===== config.mk =====
export PLATFORM = sky130hd
export DESIGN_NAME = decode_stage_pipelined
export DESIGN_NICKNAME = d
export VERILOG_FILES = /design/src/rtl/decode_stage_pipelined.sv
export SDC_FILE = /design/constraint.sdc
export NUM_CORES = 1
export LEC_CHECK = 0
export ABC_CLOCK_PERIOD_IN_PS = 2140
export CAP_MARGIN = 10
export CORE_MARGIN = 2
export CORE_UTILIZATION = 40
export CTS_BUF_LIST = sky130_fd_sc_hd__clkbuf_16
export DETAILED_ROUTE_END_ITERATION = 12
export PLACE_DENSITY_LB_ADDON = 0.25
export SLEW_MARGIN = 5
export SYNTH_ARGS = -nofsm -noshare
export SYNTH_HDL_FRONTEND = slang
export SYNTH_SLANG_ARGS = --single-unit

===== constraint.sdc =====
create_clock -name clk -period 2.14 [get_ports clk]
set_input_delay 0.321 -clock clk [delete_from_list [all_inputs] [get_ports clk]]
set_output_delay 0.321 -clock clk [all_outputs]
set_load 0.01 [all_outputs]

===== src/rtl/decode_stage_pipelined.sv =====
// Decode stage for the 16-bit CR16-style datapath: scannable IR, instruction decode, Z/F/N flags,
// branch/jump resolution, load-use stall FSM and a write-back enable delayed by WB_DELAY stages.
module decode_stage_pipelined #(
    parameter int NUM_REGS = 16,
    parameter int WB_DELAY = 1,
    parameter int LOAD_LAT = 1
) (
    input  logic                clk,
    input  logic                global_reset,
    input  logic [15:0]         instr_in,
    input  logic                instr_valid,
    output logic                instr_ready,
    input  logic                Z_flag_in,
    input  logic                F_flag_in,
    input  logic                N_flag_in,
    input  logic                scan_en,
    input  logic                scan_in,
    output logic                scan_out,
    output logic [NUM_REGS-1:0] rd_addr_a,
    output logic [NUM_REGS-1:0] rd_addr_b,
    output logic [NUM_REGS-1:0] wr_addr,
    output logic                wr_en,
    output logic [1:0]          alu_op,
    output logic                cin,
    output logic                sel_b_imm,
    output logic                inv_b,
    output logic                sel_mov,
    output logic [1:0]          res_sel,
    output logic [1:0]          shift_mode,
    output logic [7:0]          imm,
    output logic                mem_ceb,
    output logic                mem_web,
    output logic                bcond,
    output logic                jcond,
    output logic                jal,
    output logic [7:0]          disp,
    output logic                stall
);

    typedef enum logic {RUN = 1'b0, LWAIT = 1'b1} state_t;

    localparam bit         HAS_LAT  = (LOAD_LAT > 0);
    localparam logic [2:0] LAT_INIT = 3'(HAS_LAT ? LOAD_LAT - 1 : 0);

    logic [15:0] ir;
    logic        ir_valid;
    logic        z_q, f_q, n_q;
    state_t      state, state_next;
    logic [2:0]  cnt, cnt_next;

    logic [3:0]  opc, ext, cc, alu_code;
    logic        d_defined, d_wr, d_arith, d_load, d_stor, d_jal, d_jcond, d_bcond;
    logic [1:0]  d_alu_op, d_res_sel, d_shift_mode;
    logic        d_cin, d_inv_b, d_sel_b_imm, d_sel_mov;
    logic        cond_true, active, load_v, load_done, taken, wr_dec;
    logic [NUM_REGS-1:0] wr_addr_dec, wb_addr_out;
    logic        wb_en_out;

    function automatic logic [NUM_REGS-1:0] onehot(input logic [3:0] idx);
        logic [NUM_REGS-1:0] v;
        for (int i = 0; i < NUM_REGS; i++) v[i] = (idx == 4'(i));
        return v;
    endfunction

    assign opc      = ir[15:12];
    assign ext      = ir[7:4];
    assign cc       = ir[11:8];
    assign alu_code = (opc == 4'b0000) ? ext : opc;

    // NOTE: every always_comb output gets a default first so no path can infer a latch.
    always_comb begin
        d_defined = 1'b0; d_wr = 1'b0; d_arith = 1'b0; d_load = 1'b0; d_stor = 1'b0;
        d_jal = 1'b0; d_jcond = 1'b0; d_bcond = 1'b0;
        d_alu_op = 2'b00; d_res_sel = 2'b00; d_shift_mode = 2'b00;
        d_cin = 1'b0; d_inv_b = 1'b0; d_sel_b_imm = 1'b0; d_sel_mov = 1'b0;
        case (opc)
            4'b0000, 4'b0101, 4'b1001, 4'b1011, 4'b1101, 4'b0001, 4'b0010, 4'b0011: begin
                // Register and immediate ALU forms share the same 4-bit operation code.
                case (alu_code)
                    4'b0101: begin d_defined = 1'b1; d_wr = 1'b1; d_arith = 1'b1; d_res_sel = 2'b01; end
                    4'b1001: begin d_defined = 1'b1; d_wr = 1'b1; d_arith = 1'b1; d_res_sel = 2'b01;
                                   d_inv_b = 1'b1; d_cin = 1'b1; end
                    4'b1011: begin d_defined = 1'b1; d_arith = 1'b1; d_res_sel = 2'b01;
                                   d_inv_b = 1'b1; d_cin = 1'b1; end
                    4'b1101: begin d_defined = 1'b1; d_wr = 1'b1; d_res_sel = 2'b01; d_sel_mov = 1'b1; end
                    4'b0001: begin d_defined = 1'b1; d_wr = 1'b1; d_res_sel = 2'b01; d_alu_op = 2'b01; end
                    4'b0010: begin d_defined = 1'b1; d_wr = 1'b1; d_res_sel = 2'b01; d_alu_op = 2'b10; end
                    4'b0011: begin d_defined = 1'b1; d_wr = 1'b1; d_res_sel = 2'b01; d_alu_op = 2'b11; end
                    default: ;
                endcase
                d_sel_b_imm = d_defined && (opc != 4'b0000);
            end
            4'b1000: begin
                if (ext == 4'b0100) begin
                    d_defined = 1'b1; d_wr = 1'b1; d_res_sel = 2'b10; d_shift_mode = 2'b00;
                end else if (ext[3:1] == 3'b000) begin
                    d_defined = 1'b1; d_wr = 1'b1; d_res_sel = 2'b10; d_shift_mode = 2'b01;
                end
            end
            4'b1111: begin d_defined = 1'b1; d_wr = 1'b1; d_res_sel = 2'b10; d_shift_mode = 2'b10; end
            4'b0100: begin
                case (ext)
                    4'b0000: begin d_defined = 1'b1; d_wr = 1'b1; d_load = 1'b1; d_res_sel = 2'b00; end
                    4'b0100: begin d_defined = 1'b1; d_stor = 1'b1; end
                    4'b1000: begin d_defined = 1'b1; d_wr = 1'b1; d_jal = 1'b1; d_res_sel = 2'b11; end
                    4'b1100: begin d_defined = 1'b1; d_jcond = 1'b1; end
                    default: ;
                endcase
            end
            4'b1100: begin d_defined = 1'b1; d_bcond = 1'b1; end
            default: ;
        endcase
    end

    always_comb begin
        case (cc)
            4'b0000: cond_true = z_q;
            4'b0001: cond_true = !z_q;
            4'b0110: cond_true = n_q;
            4'b0111: cond_true = !n_q;
            4'b1000: cond_true = f_q;
            4'b1001: cond_true = !f_q;
            4'b1100: cond_true = !n_q && !z_q;
            4'b1101: cond_true = n_q || z_q;
            4'b1110: cond_true = 1'b1;
            default: cond_true = 1'b0;
        endcase
    end

    // Side effects only happen for a valid IR outside scan mode.
    assign active      = ir_valid && !scan_en;
    assign load_v      = active && d_load;
    assign taken       = active && cond_true && (d_bcond || d_jcond);
    assign wr_dec      = active && d_wr && (!d_load || load_done);
    assign wr_addr_dec = wr_dec ? onehot(ir[11:8]) : '0;

    always_ff @(posedge clk) begin
        if (global_reset) begin
            state <= RUN;
            cnt   <= 3'd0;
        end else begin
            state <= state_next;
            cnt   <= cnt_next;
        end
    end

    always_comb begin
        state_next = state;
        cnt_next   = cnt;
        case (state)
            RUN: if (load_v && HAS_LAT) begin
                state_next = LWAIT;
                cnt_next   = LAT_INIT;
            end
            LWAIT: if (scan_en || cnt == 3'd0) state_next = RUN;
                   else cnt_next = cnt - 3'd1;
            default: state_next = RUN;
        endcase
    end

    // The final LWAIT cycle releases the stall so the write-back and the next fetch coincide.
    always_comb begin
        stall     = 1'b0;
        load_done = (LOAD_LAT == 0);
        case (state)
            RUN:   stall = load_v && HAS_LAT;
            LWAIT: begin
                stall     = !scan_en && (cnt != 3'd0);
                load_done = (cnt == 3'd0);
            end
            default: ;
        endcase
    end

    assign instr_ready = !global_reset && !scan_en && !stall;

    // NOTE: sequential state is written with non-blocking assignments only.
    always_ff @(posedge clk) begin
        if (global_reset) begin
            ir       <= 16'h0000;
            ir_valid <= 1'b0;
        end else if (scan_en) begin
            ir       <= {ir[14:0], scan_in};
            ir_valid <= 1'b0;
        end else if (!stall) begin
            if (instr_valid) begin
                ir       <= instr_in;
                ir_valid <= !taken;
            end else begin
                ir_valid <= 1'b0;
            end
        end
    end

    always_ff @(posedge clk) begin
        if (global_reset) begin
            {z_q, f_q, n_q} <= 3'b000;
        end else if (active && !stall && d_arith) begin
            {z_q, f_q, n_q} <= {Z_flag_in, F_flag_in, N_flag_in};
        end
    end

    generate
        if (WB_DELAY == 0) begin : g_wb_comb
            assign wb_en_out   = wr_dec;
            assign wb_addr_out = wr_addr_dec;
        end else begin : g_wb_pipe
            logic [WB_DELAY-1:0] en_q;
            logic [NUM_REGS-1:0] addr_q [WB_DELAY];
            always_ff @(posedge clk) begin
                if (global_reset) begin
                    en_q <= '0;
                    for (int i = 0; i < WB_DELAY; i++) addr_q[i] <= '0;
                end else begin
                    en_q[0]   <= wr_dec;
                    addr_q[0] <= wr_addr_dec;
                    for (int i = 1; i < WB_DELAY; i++) begin
                        en_q[i]   <= en_q[i-1];
                        addr_q[i] <= addr_q[i-1];
                    end
                end
            end
            assign wb_en_out   = en_q[WB_DELAY-1];
            assign wb_addr_out = addr_q[WB_DELAY-1];
        end
    endgenerate

    assign wr_en      = wb_en_out && !scan_en;
    assign wr_addr    = scan_en ? '0 : wb_addr_out;
    assign scan_out   = ir[15];
    assign rd_addr_a  = d_defined ? onehot(ir[3:0]) : '0;
    assign rd_addr_b  = d_defined ? onehot(ir[11:8]) : '0;
    assign imm        = d_defined ? ir[7:0] : 8'h00;
    assign disp       = d_bcond ? ir[7:0] : 8'h00;
    assign alu_op     = d_alu_op;
    assign cin        = d_cin;
    assign sel_b_imm  = d_sel_b_imm;
    assign inv_b      = d_inv_b;
    assign sel_mov    = d_sel_mov;
    assign res_sel    = d_res_sel;
    assign shift_mode = d_shift_mode;
    assign mem_ceb    = !(active && (d_load || d_stor));
    assign mem_web    = !(active && d_stor);
    assign bcond      = active && d_bcond && cond_true;
    assign jcond      = active && d_jcond && cond_true;
    assign jal        = active && d_jal;

endmodule


# == Yosys cells after proc, flatten, opt, wreduce, memory -nomap -nowiden ==
# Memories as Yosys holds them, arrays and structs flattened.
# Index checks and enable logic that the tools add are counted.
# word_totals
regBits,25
mem_bits_rw,16
output_inout_bits,83
word_cells,182
mem_count,1
# memory_table
name,depth,word_bits,rd,rd_ports_with_merged_regs,wr,line_no,source
g_wb_pipe.addr_q,1,16,1,0,1,209,logic [NUM_REGS-1:0] addr_q [WB_DELAY];
# classes
n_addsub,1
n_eq_ne,54
mux,60
bitwise_logic,1
reduce_logical,57
# ops
op,n
two-way mux 16 bit,8
== test 4 bit (second input constant),27
== test 4 x 3 -> 1 bit (second input constant),12
two-way mux 1 bit,34
== test 4 x 2 -> 1 bit (second input constant),8
logical AND 1 bit,21
== test 4 x 1 -> 1 bit (second input constant),4
logical NOT 4 bit,4
two-way mux 8 bit,2
OR reduction 16 bit,1
logical NOT 1 bit,10
case mux 1 bit (9 select lines),1
two-way mux 2 bit,4
case mux 1 bit (4 select lines),2
case mux 2 bit (4 select lines),1
OR reduction 2 bit,4
OR reduction 8 bit,1
OR reduction 7 bit,1
logical NOT 3 bit,2
two-way mux 3 bit,2
!= test 2 bit (second input constant),3
case mux 2 bit (3 select lines),1
case mux 3 bit (2 select lines),1
OR reduction 6 bit,1
12 further kinds,18

# == Longest topological paths before layout ==
# Gate-level depths: netlist of the first run.
# logic_depth
word_depth,10
ltp_mapped,8
depth_no_buf,7

# == Worst setup path after synthesis of the first run ==
# OpenSTA, ideal clock, no wires.
# synth_path
path_type,register to output
start,register ir[13]
end,output rd_addr_a[12]
t_arrival_ns,1.791
required_ns,1.819
path_slack_ns,0.028
path_stages_with_launch,8
path_cell_list,dfxtp_1 > buf_2 > nor4b_1 > o21ai_0 > a21oi_1 > nor3_2 > buf_2 > nor4_1
# synth_between
elab_chain_len,8
# synth_rtl
item,line_no,source
start: declaration,45,logic [15:0] ir;
start signal: assignment,183,"ir <= {ir[14:0], scan_in};"
start signal: assignment,187,ir <= instr_in;
logical NOT 4 bit,"68, 76",
two-way mux 4 bit,68,assign alu_code = (opc == 4'b0000) ? ext : opc;
"== test 4 bit, or another cell as far along",79,case (alu_code)
OR reduction 7 bit (no line),-,
two-way mux 1 bit,79,
two-way mux 1 bit,76,case (opc)
case mux 1 bit (4 select lines) *,76,
two-way mux 16 bit *,231,assign rd_addr_a = d_defined ? onehot(ir[3:0]) : '0;
end: declaration,19,"output logic [NUM_REGS-1:0] rd_addr_a,"
# Mark *: on every way between the ends. The rest lies on a longest branch, timed or not. The select of a mux whose other input is x is not followed.

# == Worst setup path after layout of the first run ==
# layout_path
start,register ir[6]
end,output rd_addr_b[15]
# layout_between
elab_chain_len,7
# layout_rtl
item,line_no,source
two-way mux 4 bit,68,
"== test 4 bit, or another cell as far along",79,
OR reduction 7 bit (no line),-,
two-way mux 1 bit,79,
two-way mux 1 bit,76,
case mux 1 bit (4 select lines) *,76,
two-way mux 16 bit *,232,assign rd_addr_b = d_defined ? onehot(ir[11:8]) : '0;
end: declaration,20,"output logic [NUM_REGS-1:0] rd_addr_b,"
# Marks and branches as above.

==> results.md, run 1 <==
- The worst hold path passes through 3 cells.
- The tree is rooted in a clkbuf_16.
- TritonCTS built the clock tree.
- The count of final hold-check violations was 0.
- The HPWL reported at the end of detailed placement is 6.79 mm.
- The total power consumption of the routed design is 2.49 mW.
- Entering global routing, the biggest net connects 50 pins.
- Yosys mapped the design onto 50 distinct sky130hd cell types.
- The checks that failed: negative setup slack.
- The maximum level of the CTS H-tree is 2.
- The worst-case register-to-register setup slack is 100 ps.
- The floorplan step defined a die boundary enclosing 7090 um2.
- The worst-case headroom to the max-slew limit is 0.669.
- The initial utilization of the core area, before any placement, comes to 0.410.
- The number of CTS-inserted buffers is 5.
- The worst setup path is captured at a primary output.
- The achievable clock frequency is 410 MHz.
- The count of cells along the worst register-to-register path is 9.
- Sorting the synthesized cells by area gives the leading types as dfxtp_1, nor3_1, nor2_1.
- Setup violations remaining at the end of the flow were counted as 45.
- Dividing total power by cell area gives a power density of 535 nW/um2.
- The start point of the worst hold path is scan_en.
- The floorplan has 29 rows.
- The run finished, with violations left.
- The largest fanout on the critical path is 5.
- The final layout contains 537 nets.
- The number of antenna violations at the first check in global routing is 0.
- The highest ir drop seen on vdd is 0.378 mV.
- The chip width is 84.2 um.
- The sequential-to-total area share from yosys stat is 0.319.
- The total clock sinks is 41.
- The clock reaches the later pin of the worst-skew pair after 280 ps.
- Using the TritonRoute via totals, the vias-per-cell ratio works out to 5.60.
- The data required time of the critical path is 1820 ps.
- The proportion of synthesized flip-flops having asynchronous set or reset is 0.
- The share of total power dissipated in sequential elements is 0.334.
- Once layout is complete, the utilization of the core stands at 0.743.
- The routability congestion estimate from global placement is 0.964.
- Leaving out filler cells and counting taps, the final layout contains 589.
- The switching power of the nets is 0.808 mW.
- The terminating pin of the worst hold path is ir[7].
- The top-level I/O count is 107.
- From synthesis to final layout, the design area changed by 81.3%.
- Of the total power, the clock network draws 0.291.
- The share of layout cells above drive strength 1 is 0.428.
- Of the total power, the share spent switching nets is 0.324.
- The library cells used most frequently in the layout, excluding fill and tap cells, are buf_4, buf_2, clkdlybuf4s50_1.
- The number of synthesis warnings is 0.
- The largest individual stage delay along the critical path comes from the cell dfxtp_4.
- Dividing the detail-routed wire length by the instance count gives 17.7 um.
- The maximum single-stage delay on the critical path is 370 ps.
- The number of design-rule violations left by the first detailed-router iteration is 235.
- The post-synthesis sequential element count is 41.
- The leftover overflow at the end of global routing is 0.
- Across every metal layer, demand over resource in global routing totals 0.270.
- The total wire length after detailed routing is 10.4 mm.
- The gate count of the mapped netlist is 349.
- The minimum period implied by the final worst setup slack is 2440 ps.
- The endpoint identified for the worst register-to-register timing path is g_wb_pipe.addr_q[0][3].
- The clock-pin transition on the worst setup and hold timing paths is 60 ps.
- The worst setup path is launched from a flop.
- In this run the worst hold path is classified as primary input to flop.
- Before antenna repair, the detailed router went through 4 iterations.
- The setup slack at placement is -412 ps.
- Once routing completed, OpenROAD measured the worst setup slack at -298 ps.
- The library cell used most frequently in the layout, excluding fill and tap cells, is buf_4.
- The count of port buffers added during placement is 106.
- The synthesized net count is 375.
- The first global-routing pass estimated 15.7 mm of wire.
- For this run, the leading register cell type out of synthesis is dfxtp_1.
- The die is 84.2 um tall.
- The final antenna diode count is 0.
- Walking the worst path, the cells encountered are nor4b_4, o21ai_2, a21oi_1, buf_4, nor3_4, buf_6, buf_12, buf_16, nor3_2, buf_2.
- STA puts the critical path data arrival time at 2120 ps.
- The share of the cycle needed by the critical path after routing is 1.14.
- The remaining design rule violation count is 0.
- The cell count after placement is 556.
- Setup repair after global routing could not meet its margin everywhere.
- The worst clock skew is 6.82 ps.
- The reg-to-reg startpoint is ir[5].
- The transition time of the tightest slew-check pin is 497 ps.
- Across all layers, the routed design uses 3298 vias.
- The via count of the first global-routing pass was 3165.
- The placeable core area is 6280 um2.
- The longest clock path from root to sink contains 2 buffers.
- The number of enable flip-flop cells after synthesis is 0.
- After synthesis the cells add up to 2570 um2.
- The internal power summed over all cells is 1.69 mW.
- The critical path in this run is classified as flop to primary output.
- The post-synthesis cell type with the largest combined area is dfxtp_1.
- The final setup TNS is -7330 ps.
- The max-slew violation count is 0.
- The number of routed nets with antenna violations is 0.
- The number of maximum-capacitance violations is 0.
- The combinational power share is 0.376.
- The synthesized area divided by synthesized cell count is 7.37 um2.
- The area fraction of the dominant cell type after synthesis is 0.319.
- The cell leakage power is 1.93 nW.
==> metrics by stage <==
step | instance area (um2) | hold WS [ps]
after global placement | 4010 | 484
final | 4660 | 432
after floorplan | 2570 | 464
after detailed placement | 4010 | 490
after global routing | 4660 | 453
after CTS | 4370 | 434
==> sequential cells by signal, summed over array words and instances (netlist names) <==
signal,count
g_wb_pipe.addr_q,16
ir,16
cnt,3
f_q,1
g_wb_pipe.en_q,1
ir_valid,1
n_q,1
state,1
z_q,1
==> routing by layer <==
layer | wire [um] | GRT usage
met5 | 0 | 0
met4 | 238 | 0.0894
met3 | 668 | 0.0413
met2 | 5180 | 0.467
met1 | 4320 | 0.345
==> what timing repair did <==
action	4_1_cts	5_1_grt
hold buffers	0	0
pin swaps	24	18
endpoints found under the setup margin	79	69
cloned	3	3
buffers inserted	14	6
gates resized for setup	274	51
==> cell type report <==
| class | instances | area, um2 |
|---|---|---|
| clock buffer | 5 | 125 |
| clock inverter | 3 | 17.5 |
| fill | 481 | 1620 |
| inverter | 21 | 78.8 |
| multi-input combinational | 254 | 1870 |
| sequential | 41 | 847 |
| tap | 77 | 96.3 |
| timing repair buffer | 188 | 1620 |
==> worst max path at each step <==
| stage | startpoint | to | slack [ps] | cells after the start |
|---|---|---|---|---|
| 2_1_floorplan | ir[13] | rd_addr_a[12] | 30 | 7 |
| 3_3_place_gp | ir[12] | rd_addr_b[12] | -400 | 7 |
| 3_5_place_dp | ir[12] | rd_addr_b[8] | -410 | 7 |
| 4_1_cts | ir[12] | rd_addr_b[7] | -220 | 10 |
| 5_1_grt | ir[6] | rd_addr_b[15] | -350 | 10 |
| 6_report | ir[6] | rd_addr_b[15] | -300 | 10 |
==> critical path: cells and delay by family, from the launching register on <==
family | cells | cell delay [ps]
DFF | 1 | 370
and+or+nand+nor | 3 | 530
AOI/OAI and AO/OA | 2 | 240
buffers and inverters | 5 | 710
==> power groups by stage <==
stage	clock network, mW	logic [mW]	registers [mW]
6_report	0.725	0.937	0.832
5_1_grt	0.775	0.986	0.836
4_1_cts	0.741	0.793	0.822
3_5_place_dp	0	0.615	0.834
3_3_place_gp	0	0.614	0.835
2_1_floorplan	0	0.316	0.819
==> cell usage after synthesis, types with 2 or more instances <==
| cell type | number |
|---|---|
| nor3_1 | 42 |
| dfxtp_1 | 41 |
| nor2_1 | 41 |
| a21oi_1 | 23 |
| o21ai_0 | 23 |
| inv_1 | 21 |
| nand2_1 | 21 |
| nor2b_1 | 19 |
| a221oi_1 | 16 |
| clkbuf_1 | 14 |
| buf_2 | 13 |
| nor4_1 | 7 |
| nand2b_1 | 4 |
| nand3_1 | 4 |
| nor3_2 | 4 |
| nor4b_1 | 4 |
| o211ai_1 | 4 |
| and2_1 | 3 |
| buf_6 | 3 |
| mux2i_1 | 3 |
| a2111oi_0 | 2 |
| a21o_1 | 2 |
| a31o_2 | 2 |
| a31oi_1 | 2 |
| and4_1 | 2 |
| ha_1 | 2 |
| nand4_1 | 2 |
| nor3b_1 | 2 |
| or2_2 | 2 |
==> kinds of logic (layout without fill, tap and decap cells) <==
kind of cell    after synthesis  after routing  share of synthesized area
xor+xnor                      2              2                    0.00681
compound gates               82             82                      0.213
buf+inv                      54            217                     0.0998
simple gates                165            165                      0.340
mux                           3              3                     0.0117
fa+ha+maj                     2              2                    0.00973
flops                        41             41                      0.319
Note: power is estimated with default switching activity, not from simulation.
==> run 2, diff against run 1 <==
--- a/config.mk
+++ b/config.mk
@@ -5,12 +5,12 @@
 export SDC_FILE = /design/constraint.sdc
 export NUM_CORES = 1
 export LEC_CHECK = 0
-export ABC_CLOCK_PERIOD_IN_PS = 2140
-export CAP_MARGIN = 10
+export ABC_CLOCK_PERIOD_IN_PS = 3100
 export CORE_MARGIN = 2
 export CORE_UTILIZATION = 40
 export CTS_BUF_LIST = sky130_fd_sc_hd__clkbuf_16
 export DETAILED_ROUTE_END_ITERATION = 12
+export MAX_ROUTING_LAYER = met4
 export PLACE_DENSITY_LB_ADDON = 0.25
 export SLEW_MARGIN = 5
 export SYNTH_ARGS = -nofsm -noshare
==> constraint.sdc (replaced) <==
create_clock -name clk -period 3.1 [get_ports clk]
set_input_delay 0.465 -clock clk [delete_from_list [all_inputs] [get_ports clk]]
set_output_delay 0.465 -clock clk [all_outputs]
set_load 0.01 [all_outputs]
==> run 2 against run 1 <==
  * The flow now finishes without violations
  * Die area unchanged
  * Non-clock buffer count down 68
  * Setup slack better by 400 ps
  * Utilization down 13 points
  * Register-to-register slack better by 510 ps
  * Flip-flop and latch count unchanged
  * Via count down 11%
==> results.md, run 2 (synthesis gave the netlist of run 1 again) <==
- The run finished with clean final reports.
- The endpoint type of the worst setup path is a primary output.
- The pin count of the biggest net entering global routing is 49 (-2.0%).
- The count of final setup violators is 0 (-100%).
- The ratio of routed vias to standard cells came to 5.62 (+0.39%).
- The number of routed nets with antenna violations is 0 (unchanged).
- The TritonCTS clock tree is done.
- The clock-pin transition on the worst setup and hold timing paths came to 60 ps (about the same).
- The area growth from synthesis to layout is 50.5%.
- The number of design-rule violations left by the first detailed-router iteration is 246 (+4.7%).
- The total of fill cells in the finished design came to 575 (+20%).
- The placeable core area is 6280 um2 (unchanged).
- The final antenna diode count was 0 (unchanged).
- The maximum level of the CTS H-tree came to 2 (unchanged).
- The transition time of the tightest slew-check pin is 763 ps (+266 ps).
- The deepest clock path buffer count is 2 (unchanged).
- The achievable clock frequency is 334 MHz.
- The smallest clock period supported by the final layout is computed as 3000 ps.
- In this run the worst hold path is classified as primary input to flop.
- The leading cell type in the layout, fill and taps excluded is clkdlybuf4s50_1.
- The largest registers in the layout are g_wb_pipe.addr_q (16), ir (16), cnt (3).
- The share of layout cells above drive strength 1 is 0.0948 (-0.333).
- The highest ir drop seen on vdd came to 0.242 mV (-36%).
- The leftover overflow at the end of global routing is 0 (unchanged).
- The critical path starts at ir[12].
- The CTS root buffer is clkbuf_16.
- The largest fanout on the critical path came to 40 (+35).
- Leaving out fill and tap cells, the most frequent cells in the layout are clkdlybuf4s50_1, nor3_1, nor2_1.
- The effective utilization at floorplan is 0.410 (unchanged).
- The HPWL reported at the end of detailed placement is 5.89 mm (-13%).
- The launching element type of the critical path is a flop.
- The data arrival time of the critical path is 2530 ps (+410 ps).
- The total setup buffers inserted after CTS was 0 (-14).
- Of the available clock period, the critical path in the final layout requires 0.966.
- The net total in the final layout is 469 (-13%).
- The setup slack at placement is 282 ps (+694 ps).
- The count of final hold-check violations is 0 (unchanged).
- The count of cells along the worst register-to-register path is 6 (-3).
- The final worst setup slack is 105 ps (+403 ps).
- The number of CTS-inserted buffers is 5 (unchanged).
- The first-pass GRT wire length is 13.1 mm (-17%).
- The remaining design rule violation count is 0 (unchanged).
- The cell row count was 29 (unchanged).
- The top-level I/O count is 107 (unchanged).
- The via count of the first global-routing pass is 2687 (-15%).
- The cell leakage power was 1.39 nW (-28%).
- The worst hold margin was 502 ps (+70.3 ps).
- The total clock sinks is 41 (unchanged).
- The data required time of the critical path came to 2630 ps (+810 ps).
- The total vias in the final route is 2923 (-11%).
- The timing endpoint of the critical path is rd_addr_a[2].
- The worst clock skew was 2.39 ps (-4.42 ps).
- The count of port buffers added during placement is 106 (unchanged).
- The number of antenna violations at the first check in global routing came to 0 (unchanged).
- The global-route total usage across every layer is 0.232 (-0.0386).
- The max-slew violation count was 0 (unchanged).
- The number of gates given a new drive strength after cts is 1 (-99.6%).
- The die extent in y was 84.2 um (unchanged).
- The final routed wire length divided by cell count is 15.6 um (-12%).
- In this run the critical register-to-register path is launched from ir[13].
- The total wire length after detailed routing is 8.12 mm (-22%).
- The area of the die was 7090 um2 (unchanged).
- The worst-case register-to-register setup slack came to 610 ps (+510 ps).
- The clock latency of the later-clocked register in the worst-skew pair is 280 ps (about the same).
- The type of the worst setup path is flop to primary output.
- The final core utilization is 0.617 (-0.126).
- The total power consumption of the routed design is 1.51 mW (-39%).
- The capturing point of the worst reg2reg path is ir[13].
- The number of maximum-capacitance violations is 0 (unchanged).
- The worst-case headroom to the max-slew limit is 0.491 (-0.178).
- The power density normalized to cell area came to 390 nW/um2 (-27%).
- The routability congestion estimate from global placement came to 0.968 (+0.45%).
- The quantity of hold-fixing buffers added after cts was 0 (unchanged).
- The chip width is 84.2 um (unchanged).
- The total iterations of the first detailed-routing run is 5 (+1).
- The final setup TNS is 0 ps (+7330 ps).
[run 2: final cells by class]
type	instances	area, um2	area share
timing repair buffer	120	1190	0.306
inverter	21	78.8	0.0204
sequential	41	823	0.213
clock inverter	2	35.0	0.00905
tap	77	96.3	0.0249
clock buffer	5	125	0.0323
multi-input combinational	254	1530	0.394
[run 2: metal layers]
metal / part of all wire / up-vias / GRT usage
li1: - / 1424 / -
met5: 0 / - / -
met4: 0.011 / 0 / 0.0674
met3: 0.069 / 10 / 0.0354
met2: 0.49 / 134 / 0.375
met1: 0.43 / 1355 / 0.300
[run 2: worst min-delay path by stage]
stage,from,end,slack (ps),depth (start not counted)
after floorplan,cnt[1],cnt[1],460,2
after global placement,cnt[1],cnt[1],480,2
after detailed placement,cnt[1],cnt[1],510,2
after CTS,scan_en,ir[7],500,2
after global routing,scan_en,ir[7],510,2
final,scan_en,ir[7],500,2
[run 2: power breakdown]
group	total (mW)	leakage, nW	switching, mW	internal, mW
sequential	0.577	0.335	0.0334	0.544
combinational	0.363	0.975	0.199	0.164
clock	0.571	0.0797	0.198	0.373
[run 2: critical path, stage by stage, from the launching register on]
cell and delay (ps):
dfxtp_1 380, buf_4 190, nor4_4 350, nand2_2 140, nand3_1 130, nor3_4 50, buf_12 170, nor4_2 240
clkdlybuf4s50_1 580
[run 2: per-stage QoR]
step	area [um2]	instances
floorplan	2570	349
global placement	3670	513
detailed placement	3670	513
CTS	3830	520
global route	3870	520
finish	3870	520
